--- config.mk ---
export PLATFORM = sky130hd
export DESIGN_NAME = serial_pattern_detector_flat
export DESIGN_NICKNAME = d
export VERILOG_FILES = /design/src/rtl/serial_pattern_detector_if.sv /design/src/rtl/serial_pattern_detector.sv /design/src/flat_wrapper.sv
export SDC_FILE = /design/constraint.sdc
export NUM_CORES = 1
export LEC_CHECK = 0
export BUFFER_PORTS_ARGS = -buffer_cell sky130_fd_sc_hd__buf_4
export CAP_MARGIN = 20
export CELL_PAD_IN_SITES_DETAIL_PLACEMENT = 1
export CELL_PAD_IN_SITES_GLOBAL_PLACEMENT = 1
export CORE_MARGIN = 8
export CORE_UTILIZATION = 34
export DETAILED_ROUTE_END_ITERATION = 12
export PLACE_DENSITY_LB_ADDON = 0.1
export SYNTH_ARGS = -nofsm -noshare
export SYNTH_HDL_FRONTEND = slang
export SYNTH_SLANG_ARGS = --single-unit
--- constraint.sdc ---
create_clock -name clk -period 1.46 [get_ports clk]
set_input_delay 0.292 -clock clk [delete_from_list [all_inputs] [get_ports clk]]
set_output_delay 0.292 -clock clk [all_outputs]
set_load 0.03 [all_outputs]
--- src/rtl/serial_pattern_detector_if.sv ---
// serial_pattern_detector_if: serial sample stream in, match status and debug window out
interface serial_pattern_detector_if #(
  parameter int LEN   = 4,
  parameter int CNT_W = 4
);
  logic             d_in;
  logic             d_valid;
  logic             clear;
  logic             match;
  logic [CNT_W-1:0] match_count;
  logic             sat;
  logic [LEN-1:0]   window;
  modport master (output d_in, d_valid, clear, input match, match_count, sat, window);
  modport slave  (input d_in, d_valid, clear, output match, match_count, sat, window);
endinterface

--- src/rtl/serial_pattern_detector.sv ---
// serial_pattern_detector: fill-gated shift-window pattern matcher with saturating match counter
module serial_pattern_detector #(
  parameter int             LEN     = 4,
  parameter logic [LEN-1:0] PATTERN = 4'b1011,
  parameter int             OVERLAP = 1,
  parameter int             CNT_W   = 4
) (
  input  logic                    clk,
  input  logic                    reset,
  serial_pattern_detector_if.slave bus
);
  localparam int FW = $clog2(LEN + 1);
  logic [LEN-1:0]   window_q, window_d, shifted;
  logic [FW-1:0]    fill_q, fill_d, fill_inc;
  logic [CNT_W-1:0] cnt_q, cnt_d;
  logic             sat_q, sat_d, match_q, hit;
  always_comb begin
    shifted  = {window_q[LEN-2:0], bus.d_in};
    fill_inc = (fill_q == FW'(LEN)) ? fill_q : fill_q + 1'b1;
    hit      = bus.d_valid && fill_inc == FW'(LEN) && shifted == PATTERN;
    window_d = bus.d_valid ? shifted : window_q;
    fill_d   = !bus.d_valid ? fill_q : (hit && OVERLAP == 0) ? '0 : fill_inc;
    cnt_d    = (hit && !(&cnt_q)) ? cnt_q + 1'b1 : cnt_q;
    sat_d    = sat_q | (hit && &cnt_q);
  end
  always_ff @(posedge clk) begin
    if (!reset || bus.clear) begin
      window_q <= '0;
      fill_q   <= '0;
      cnt_q    <= '0;
      sat_q    <= 1'b0;
      match_q  <= 1'b0;
    end else begin
      window_q <= window_d;
      fill_q   <= fill_d;
      cnt_q    <= cnt_d;
      sat_q    <= sat_d;
      match_q  <= hit;
    end
  end
  assign bus.match       = match_q;
  assign bus.match_count = cnt_q;
  assign bus.sat         = sat_q;
  assign bus.window      = window_q;
endmodule

--- src/flat_wrapper.sv ---
// flat-port wrapper written by rule: the top's interface ports become plain ports
module serial_pattern_detector_flat 
#(
  parameter int             LEN     = 4,
  parameter logic [LEN-1:0] PATTERN = 4'b1011,
  parameter int             OVERLAP = 1,
  parameter int             CNT_W   = 4
)
  (clk, reset, bus_d_in, bus_d_valid, bus_clear, bus_match, bus_match_count, bus_sat, bus_window);
  serial_pattern_detector_if #(.LEN(LEN), .CNT_W(CNT_W)) bus_i ();
  input  logic clk;
  input  logic reset;
  input wire logic [$bits(bus_i.d_in)-1:0] bus_d_in;
  input wire logic [$bits(bus_i.d_valid)-1:0] bus_d_valid;
  input wire logic [$bits(bus_i.clear)-1:0] bus_clear;
  output wire logic [$bits(bus_i.match)-1:0] bus_match;
  output wire logic [$bits(bus_i.match_count)-1:0] bus_match_count;
  output wire logic [$bits(bus_i.sat)-1:0] bus_sat;
  output wire logic [$bits(bus_i.window)-1:0] bus_window;
  assign bus_i.d_in = bus_d_in;
  assign bus_i.d_valid = bus_d_valid;
  assign bus_i.clear = bus_clear;
  assign bus_match = bus_i.match;
  assign bus_match_count = bus_i.match_count;
  assign bus_sat = bus_i.sat;
  assign bus_window = bus_i.window;
  serial_pattern_detector #(.LEN(LEN), .PATTERN(PATTERN), .OVERLAP(OVERLAP), .CNT_W(CNT_W)) u_core (.clk(clk), .reset(reset), .bus(bus_i));
endmodule
==> flow_summary.toml, run 1 <==
[timing]
unrepaired_setup_endpoints_after_global_routing = "yes"
max_slew.worst_pin.slew_ns = 0.348
timing.slew.headroom_pct = 76.8
maxSlewViolCount = 0
timing.final.ws_setup_ns = -0.167
report.final.setup_viol = 6
finalClockSkew_ns = 0.00222
final_period_minus_worst_setup_slack_ns = 1.63
fmax_ghz = 0.614
number_of_failing_hold_endpoints_at_the_final_stage = 0
setup_tns_after_final_layout_ns = -0.881
min_period_over_period_pct = 111

[synthesis]
synth.avg_cell_area_um2 = 9.45
ys.warnings.count = 0
post_synth_instance_area_um2 = 652
largest_cells_by_area_after_synthesis = "dfxtp_1 (40%), mux2i_1 (6.1%), ha_1 (5.8%)"
ys_types = 27
synth_largest_area_cell = "dfxtp_1"
yosys_register_bits = 13
synth-seq-area-share_pct = 39.9
synthDominantCellAreaShare_pct = 39.9
syn_nets = 77
syn_inst = 69

[place]
number_of_cells_in_the_design_after_placement = 119
placed_area_um2 = 863
hpwlAfterDp_um = 1150
buffers_on_ports = 14
gp_congestion = 0.674

[final_layout]
final_cell_count_no_fill = 126
seq_area_um2 = 269
drive_gt1_share_pct = 51.5
multiInputGateArea_um2 = 417
syn2layout_area_growth_pct = 49.3
finish.net_count = 108
antenna_cells = 0
postLayoutCoreUtil_pct = 51.7
postLayoutCellArea_um2 = 973
final.fill_count = 248

[worst_setup_path]
critical_path.cell_chain = "ha_2 > and3b_2 > nor4_4 > buf_4 > and2_4 > a211oi_2"
setup.worst_path.start_class = "register"
criticalPathCategory = "reg2reg"
arrival_ns = 1.78
critPathMaxStageDelay_ns = 0.37
timing.critical_path.slowest_stage_cell = "dfxtp_4"
critical_path_peak_fanout = 4
critPathLaunch = "u_core.fill_q[0]$_SDFFE_PP0P_"
reg2reg_from = "u_core.fill_q[0]$_SDFFE_PP0P_"
worstPathBufferInverterCount = 1
timing.critical_path.required_ns = 1.61
top_delay_family_on_crit_path = "simple AND/OR/NAND/NOR gates"
setup.worst_path.end_class = "register"

[worst_hold_path]
worst_hold_startpoint = "bus_d_in"
worstHoldPathType = "in2reg"

[die]
dieWidth_um = 59.8
die_h_um = 59.8
standard_cell_rows = 16
initial_utilization_pct = 34.6
number_of_top_level_pins = 15
die-area_um2 = 3570
fp.coreArea_um2 = 1880

[drt]
dr.pass1.iters = 2
wl_per_cell_um = 12.6
vias_per_cell = 4.60
drc = 0
final_wirelength_um = 1580
antenna_violating_nets_post_route = 0
vias = 580
first_iter_violations = 7

[global_routing]
grt_pass1_wl_um = 2730
grt_pass1_vias = 607
grt_antenna_before_repair = 0
grt_remaining_overflow = 0
pin_count_of_the_biggest_net_entering_global_routing = 9
all_layer_gr_usage_pct = 10.4

[job]
cap_viol_max_count = 0

[clock_network]
root_buffer = "clkbuf_4"
tritoncts = "done"
cts_htree_levels = 1
insertion_delay_ns = 0.28
num_cts_buffers = 3
cts-root-to-sink-buffers = 2
clkSinkCount = 13
cts.clk_slew.worst_paths_ns = 0.08
holdBufCountCts = 0

[power]
power.total_mw = 0.654
p_leak_nw = 0.437
max-vdd-ir-drop_mv = 0.549
power_density_nw_per_um2 = 672

[run_status]
status = "finished, violations left"
violations_in_the_final_reports = "setup timing"
==> cells by family after synthesis <==
kind of cell	Yosys count	synth area share [%]
adders and majority gates	3	5.76
buffers and inverters	5	4.03
and+or+nand+nor	33	30.5
xor gates and xnor gates	1	1.34
muxes	6	10.2
AOI/OAI and AO/OA	8	8.25
DFF	13	39.9
==> layout by cell type (no fill, tap or decap), drive strengths merged <==
| cell | count |
|---|---|
| mux2i | 4 |
| nor2b | 3 |
| nor4 | 1 |
| nand3b | 2 |
| mux2 | 2 |
| xnor2 | 1 |
| nor3 | 1 |
| and3b | 2 |
| nand2b | 2 |
| and4b | 1 |
| nand3 | 1 |
| a211oi | 2 |
| inv | 3 |
| nand2 | 7 |
| buf | 28 |
| dfxtp | 13 |
| a21oi | 3 |
| and2 | 1 |
| and3 | 2 |
| nor2 | 10 |
| clkinv | 1 |
| clkbuf | 3 |
| ha | 3 |
| a31oi | 3 |
==> cell type report <==
cell class / instances / share of cell area (%)
clock inverters: 1 / 0.514
clock buffers: 3 / 2.31
repair buffers: 28 / 21.6
inverters: 3 / 1.67
multi-input cells: 51 / 42.8
well taps: 27 / 3.47
flip-flops and latches: 13 / 27.6
==> per-stage QoR <==
stage	hold slack (ns)	setup WS, ns
finish	0.274	-0.167
global route	0.306	-0.253
floorplan	0.439	-0.144
detailed placement	0.469	-0.175
CTS	0.271	-0.117
global placement	0.457	-0.150
==> where the power goes <==
group,switching (mW),leakage [nW],internal [mW],total [mW]
clock,0.121,0.0177,0.102,0.222
combinational,0.0330,0.312,0.0391,0.0721
sequential,0.00454,0.107,0.355,0.360
total,0.158,0.437,0.496,0.654
==> metal layers <==
metal	wire length [um]	share of wire [%]	GRT usage (%)	vias to the layer above
met5	0	0	0	-
met4	19	1.2	4.08	0
met3	75	4.7	5.38	2
met2	749	47	15.7	9
met1	740	47	12.0	270
li1	-	-	-	299
==> path summary, 6_finish.rpt <==
kind	endpoint	slack (ns)	depth (start not counted)
min reg2reg	u_core.bus.sat$_SDFF_PP0_	0.48	2
max reg2reg	u_core.bus.match_count[2]$_SDFFE_PP0P_	-0.17	6
min	u_core.bus.window[0]$_SDFFE_PP0P_	0.27	3
max	u_core.bus.match_count[2]$_SDFFE_PP0P_	-0.17	6
==> what timing repair did <==
action | 4_1_cts | 5_1_grt
gates resized for setup | 12 | 6
setup endpoints to repair | 6 | 6
pin swaps | 1 | 5
buffers inserted | 2 | 1
==> Yosys cell counts <==
library cell  instances
and4b_1               1
xnor2_1               1
a211oi_1              1
mux2_4                1
and3_1                2
a31oi_1               3
nand3b_1              1
mux2_2                1
ha_1                  3
a21oi_1               3
nand2_4               1
nor2_1               10
and2_1                1
inv_1                 3
a211oi_2              1
buf_6                 1
mux2i_1               4
nor2b_1               3
buf_1                 1
nand3_1               1
nand2_1               6
nor4_4                1
nand2b_1              2
dfxtp_1              13
and3b_1               2
nand3b_2              1
nor3_1                1
==> registers in the layout (all words and copies together) (netlist names) <==
| name | flops |
|---|---|
| u_core.bus.match | 1 |
| u_core.bus.match_count | 4 |
| u_core.fill_q | 3 |
| u_core.bus.sat | 1 |
| u_core.bus.window | 4 |
==> worst register-to-register path: cells and delay by family (launching register included) <==
| family | cells | cell delay [ns] |
|---|---|---|
| compound gates | 1 | 0.06 |
| fa+ha+maj | 1 | 0.19 |
| buf+inv | 1 | 0.20 |
| flops | 1 | 0.37 |
| simple gates | 3 | 0.68 |
No activity file was read; power rests on OpenSTA's default activity.
==> inputs of run 2 (changes only) <==
--- a/config.mk
+++ b/config.mk
@@ -10,7 +10,7 @@
 export CELL_PAD_IN_SITES_DETAIL_PLACEMENT = 1
 export CELL_PAD_IN_SITES_GLOBAL_PLACEMENT = 1
 export CORE_MARGIN = 8
-export CORE_UTILIZATION = 34
+export CORE_UTILIZATION = 40
 export DETAILED_ROUTE_END_ITERATION = 12
 export PLACE_DENSITY_LB_ADDON = 0.1
 export SYNTH_ARGS = -nofsm -noshare
==> constraint.sdc (replaced) <==
create_clock -name clk -period 2.1 [get_ports clk]
set_input_delay 0.42 -clock clk [delete_from_list [all_inputs] [get_ports clk]]
set_output_delay 0.42 -clock clk [all_outputs]
set_load 0.03 [all_outputs]
==> run 2 against run 1 <==
Against the previous run:
- clock power decreased by 29%
- critical endpoint is now u_core.bus.match_count[0]$_SDFFE_PP0P_
- clock skew up 0.0030 ns
- die area decreased by 11%
- worst setup slack improved by 0.51 ns
- the run now ends clean
==> flow_summary.toml, run 2 (synthesis gave the netlist of run 1 again) <==
[drt]
dr.max_layer_used = "met4"
vias = 538
final_wirelength_um = 1430
drc = 0
vias_per_cell = 5.33
antenna_violating_nets_post_route = 0
wl_per_cell_um = 14.2
wl_met1_um = 606
detailroute.wirelength.met3_um = 72
dr.pass1.iters = 4
met2WireLength_um = 726
first_iter_violations = 2

[clock_network]
postCtsSetupRepairBufs = 0
cts-root-to-sink-buffers = 2
cts_resized = 0
cts_htree_levels = 1
num_cts_buffers = 3
clkSinkCount = 13
insertion_delay_ns = 0.28
tritoncts = "done"
cts.clk_slew.worst_paths_ns = 0.08
root_buffer = "clkbuf_4"
holdBufCountCts = 0

[worst_setup_path]
arrival_ns = 1.94
critical_path_peak_fanout = 5
critPathMaxStageDelay_ns = 0.34
timing.critical_path.required_ns = 2.28
setup.worst_path.start_class = "register"
criticalPathCategory = "reg2reg"
timing.critical_path.slowest_stage_cell = "dfxtp_1"
setup.worst_path.end_class = "register"
critical_path.cell_chain = "inv_1 > ha_1 > and3b_1 > nor4_4 > nand3b_2 > mux2_4"

[global_routing]
grt_remaining_overflow = 0
grt_pass1_wl_um = 2650
grt_pass1_vias = 599
pin_count_of_the_biggest_net_entering_global_routing = 14
all_layer_gr_usage_pct = 10.4
grt_antenna_before_repair = 0

[timing]
min_period_over_period_pct = 83.9
maxSlewViolCount = 0
max_slew.worst_pin.slew_ns = 0.521
finalClockSkew_ns = 0.00525
report.final.setup_viol = 0
final_period_minus_worst_setup_slack_ns = 1.76
number_of_failing_hold_endpoints_at_the_final_stage = 0
worst_hold_slack_ns = 0.389
setup_tns_after_final_layout_ns = 0
unrepaired_setup_endpoints_after_global_routing = "no"
fmax_ghz = 0.568
timing.slew.headroom_pct = 65.3

[place]
hpwlAfterDp_um = 1120
buffers_on_ports = 14
gp_congestion = 0.794

[final_layout]
multiInputGateArea_um2 = 365
seq_area_um2 = 260
drive_gt1_share_pct = 28.2
finish.net_count = 94
syn2layout_area_growth_pct = 21.1
final.fill_count = 179
antenna_cells = 0
most_common_cell_after_layout_fill_and_taps_aside = "buf_4"
layout_common_cells = "buf_4 (14), dfxtp_1 (13), nor2_1 (10), nand2_1 (6), mux2i_1 (4)"

[die]
dieWidth_um = 56.4
die_h_um = 56.4
number_of_top_level_pins = 15
die-area_um2 = 3180
fp.coreArea_um2 = 1520
initial_utilization_pct = 42.8
standard_cell_rows = 14

[job]
cap_viol_max_count = 0

[worst_hold_path]
worstHoldPathType = "in2reg"

[run_status]
status = "completed"

[power]
power_density_nw_per_um2 = 559
max-vdd-ir-drop_mv = 0.376
p_leak_nw = 0.358
-- run 2: cell count changes in the layout (fill, tap and decap cells not counted), sizes merged --
cell	before	now
buf	28	14
-- run 2: area by class of cell --
cell class | instances | area share (%)
clock buffers | 3 | 2.85
clock inverters | 1 | 0.634
inverters | 3 | 1.43
multi-input cells | 51 | 46.3
flip-flops and latches | 13 | 33.0
well taps | 16 | 2.54
repair buffers | 14 | 13.3
-- run 2: final timing paths --
path,cells after the start,start,endpoint,slack [ns]
max,6,u_core.fill_q[0]$_SDFFE_PP0P_,u_core.bus.match_count[0]$_SDFFE_PP0P_,0.34
min reg2reg,2,u_core.bus.window[3]$_SDFFE_PP0P_,u_core.bus.window[3]$_SDFFE_PP0P_,0.48
max reg2reg,6,u_core.fill_q[0]$_SDFFE_PP0P_,u_core.bus.match_count[0]$_SDFFE_PP0P_,0.34
min,3,bus_d_in,u_core.bus.window[0]$_SDFFE_PP0P_,0.39
-- run 2: stage by stage --
step | util, % | power, mW | setup WS (ns) | cells | cell area, um^2
2_1_floorplan | - | 0.280 | 0.491 | 69 | 652
3_3_place_gp | 50.0 | 0.290 | 0.415 | 97 | 762
3_5_place_dp | 50.0 | 0.291 | 0.358 | 97 | 762
4_1_cts | 51.8 | 0.454 | 0.342 | 101 | 790
5_1_grt | 51.8 | 0.465 | 0.222 | 101 | 790
6_report | 51.8 | 0.441 | 0.339 | 101 | 790
-- run 2: where the power goes --
part | total (mW) | switching (mW) | internal, mW
clock network | 0.157 | 0.0860 | 0.0708
registers | 0.250 | 0.00198 | 0.248
logic | 0.0340 | 0.0191 | 0.0149
total | 0.441 | 0.107 | 0.334
-- run 2: per-layer routing --
layer / global-route usage (%) / up-vias
met4: 5.15 / 0
met2: 17.3 / 10
met5: 0 / -
met3: 5.17 / 4
li1: - / 273
met1: 10.5 / 251
-- run 2: critical path: cells and delay by family, from the launching register on --
kind / cells / cell delay (ns)
buf+inv: 1 / 0.09
fa+ha+maj: 1 / 0.19
simple gates: 3 / 0.72
mux: 1 / 0.33
flops: 1 / 0.34
==> inputs of run 3 (changes only) <==
--- a/config.mk
+++ b/config.mk
@@ -5,12 +5,13 @@
 export SDC_FILE = /design/constraint.sdc
 export NUM_CORES = 1
 export LEC_CHECK = 0
+export ABC_AREA = 1
 export BUFFER_PORTS_ARGS = -buffer_cell sky130_fd_sc_hd__buf_4
 export CAP_MARGIN = 20
 export CELL_PAD_IN_SITES_DETAIL_PLACEMENT = 1
 export CELL_PAD_IN_SITES_GLOBAL_PLACEMENT = 1
 export CORE_MARGIN = 8
-export CORE_UTILIZATION = 40
+export CORE_UTILIZATION = 35
 export DETAILED_ROUTE_END_ITERATION = 12
 export PLACE_DENSITY_LB_ADDON = 0.1
 export SYNTH_ARGS = -nofsm -noshare
==> constraint.sdc (replaced) <==
create_clock -name clk -period 1.66 [get_ports clk]
set_input_delay 0.332 -clock clk [delete_from_list [all_inputs] [get_ports clk]]
set_output_delay 0.332 -clock clk [all_outputs]
set_load 0.03 [all_outputs]
==> run 3 against run 2 <==
Against the previous run:
- die area is 8.9% higher
- worst setup slack worse by 0.16 ns
- via count grew 16%
- critical path type unchanged
==> flow_summary.toml, run 3 <==
[synthesis]
ys_types = 15
top_cells_by_count_synth = "nand2_1 (18), dfxtp_1 (13), inv_1 (12), a21oi_1 (10)"
synthFlopType = "dfxtp_1"
ys.warnings.count = 0
synth.avg_cell_area_um2 = 7.38
largest_cells_by_area_after_synthesis = "dfxtp_1 (41%), nand2_1 (11%), a21oi_1 (7.8%)"
post_synth_instance_area_um2 = 642
yosys.cell_count.top_type = "nand2_1"
syn_inst = 87
synth_edf_count = 0
synth_largest_area_cell = "dfxtp_1"
syn_nets = 95
synthDominantCellAreaShare_pct = 40.5
postSynth.asyncResetShare_pct = 0
synth-seq-area-share_pct = 40.5
yosys_register_bits = 13

[global_routing]
grt_remaining_overflow = 0
all_layer_gr_usage_pct = 10.0
grt_pass1_wl_um = 2670
pin_count_of_the_biggest_net_entering_global_routing = 11
grt_pass1_vias = 639
grt_antenna_before_repair = 0

[timing]
timing.slew.headroom_pct = 80.6
final_period_minus_worst_setup_slack_ns = 1.48
max_slew.worst_pin.slew_ns = 0.290
timing.final.ws_setup_ns = 0.180
maxSlewViolCount = 0
min_period_over_period_pct = 89.2
setup_tns_after_final_layout_ns = 0
finalClockSkew_ns = 0.000398
fmax_ghz = 0.676
report.final.setup_viol = 0
unrepaired_setup_endpoints_after_global_routing = "no"
number_of_failing_hold_endpoints_at_the_final_stage = 0

[worst_setup_path]
timing.critical_path.required_ns = 1.87
arrival_ns = 1.69
setup.worst_path.start_class = "register"
timing.critical_path.slowest_stage_cell = "dfxtp_1"
setup.worst_path.end_class = "register"
worstReg2RegEnd = "u_core.bus.match_count[1]$_SDFFE_PP0P_"
criticalPathCategory = "reg2reg"
r2r_setup_slack_ns = 0.18
critical_path.cell_chain = "inv_1 > ha_1 > nand3_1 > nand2_1 > nor2_1 > nand4_1 > a21oi_1"
critPathMaxStageDelay_ns = 0.36
reg2reg_depth = 7
reg2reg_from = "u_core.fill_q[0]$_SDFFE_PP0P_"
critical_path_peak_fanout = 4

[drt]
wl_per_cell_um = 12.2
dr.pass1.iters = 2
vias_per_cell = 4.75
drc = 0
vias = 622
final_wirelength_um = 1600
first_iter_violations = 2
antenna_violating_nets_post_route = 0

[clock_network]
cts-root-to-sink-buffers = 2
cts_htree_levels = 1
cts.clk_slew.worst_paths_ns = 0.08
tritoncts = "done"
root_buffer = "clkbuf_4"
clkSinkCount = 13
cts_resized = 0
num_cts_buffers = 3
insertion_delay_ns = 0.28
holdBufCountCts = 0
postCtsSetupRepairBufs = 0

[run_status]
status = "completed"

[power]
max-vdd-ir-drop_mv = 0.454
power.total_mw = 0.575
switching_share_pct = 25.5
power.switching_mw = 0.146
power_density_nw_per_um2 = 708
power_frac_clock_pct = 35.4
seq_power_share_pct = 55.6
power.share.combinational_pct = 9.1
intPower_mw = 0.429
p_leak_nw = 0.375

[final_layout]
most_common_cell_after_layout_fill_and_taps_aside = "nand2_1"
finish.net_count = 115
drive_gt1_share_pct = 25.5
multiInputGateArea_um2 = 333
syn2layout_area_growth_pct = 26.5
final.fill_count = 233
layout_common_cells = "nand2_1 (18), buf_4 (15), dfxtp_1 (13), inv_1 (12), a21oi_1 (10)"
antenna_cells = 0
final_cell_count_no_fill = 131
seq_area_um2 = 260

[die]
number_of_top_level_pins = 15
die_h_um = 58.8
initial_utilization_pct = 37.2
standard_cell_rows = 15
dieWidth_um = 58.8
fp.coreArea_um2 = 1730
die-area_um2 = 3460

[job]
cap_viol_max_count = 0

[worst_hold_path]
worst_hold_startpoint = "bus_d_valid"
hold_path_end = "u_core.bus.window[3]$_SDFFE_PP0P_"
hold-path-cell-count = 2
worstHoldPathType = "in2reg"

[place]
post-place-ws_ns = 0.193
number_of_cells_in_the_design_after_placement = 127
gp_congestion = 0.768
hpwlAfterDp_um = 1240
buffers_on_ports = 14
run 3: cell types whose count changed after synthesis, moves of 4 or more:
cell     change
nand2_1     +12
inv_1        +9
a21oi_1      +7
nand3_1      +5
o21ai_0      +5
mux2i_1      -4
nand4_1      +4
nor2_1       -4
run 3: logic make-up (layout without fill, tap and decap cells):
logic type,Yosys count,in the layout,share of synthesized area [%]
and+or+nand+nor,42,42,32.9
AOI/OAI and AO/OA,15,15,11.7
DFF,13,13,40.5
buffers and inverters,13,32,7.60
adders and majority gates,3,3,5.85
xor gates and xnor gates,1,1,1.36
run 3: final cells by class:
cell class	instances	share of cell area, %
flip-flops and latches	13	32.0
inverters	13	6.01
well taps	25	3.85
repair buffers	15	13.9
multi-input cells	61	41.0
clock buffers	4	3.24
run 3: critical path: cells and delay by family (launching register included):
kind,cells,cell delay [ns]
AND/OR/NAND/NOR,4,0.55
adder cells (fa/ha/maj),1,0.25
buffers and inverters,1,0.08
AO/OA/AOI/OAI,1,0.17
flip-flops,1,0.36
run 3: worst max path at each step:
stage | start | endpoint | slack (ns) | cells after the start
after floorplan | u_core.bus.match_count[1]$_SDFFE_PP0P_ | u_core.bus.match_count[2]$_SDFFE_PP0P_ | 0.30 | 5
after global placement | u_core.fill_q[0]$_SDFFE_PP0P_ | u_core.bus.match_count[2]$_SDFFE_PP0P_ | 0.24 | 8
after detailed placement | u_core.fill_q[0]$_SDFFE_PP0P_ | u_core.bus.match_count[1]$_SDFFE_PP0P_ | 0.19 | 7
after CTS | u_core.fill_q[0]$_SDFFE_PP0P_ | u_core.bus.match_count[1]$_SDFFE_PP0P_ | 0.17 | 7
after global routing | u_core.fill_q[0]$_SDFFE_PP0P_ | u_core.bus.match_count[1]$_SDFFE_PP0P_ | 0.002 | 7
final | u_core.fill_q[0]$_SDFFE_PP0P_ | u_core.bus.match_count[1]$_SDFFE_PP0P_ | 0.18 | 7
run 3: per-layer routing:
metal / GRT usage, % / wire (um) / share of wire [%]
met1: 11.0 / 766 / 48
met2: 16.4 / 723 / 45
met3: 3.26 / 68 / 4.3
met4: 6.14 / 36 / 2.3
met5: 0 / 0 / 0
run 3: power by group through the flow:
stage          sequential [mW]  combinational (mW)  clock (mW)
6_report                 0.320              0.0521       0.203
5_1_grt                  0.321              0.0576       0.233
4_1_cts                  0.320              0.0531       0.212
3_5_place_dp             0.327              0.0529           0
3_3_place_gp             0.327              0.0521           0
2_1_floorplan            0.331              0.0259           0
run 3: stage by stage:
stage               util (%)  hold WS (ns)  instance area, um^2
detailed placement      45.5         0.464                  786
finish                  47.0         0.271                  812
global placement        45.5         0.455                  786
floorplan                  -         0.426                  642
global route            47.0         0.267                  812
CTS                     47.0         0.266                  812
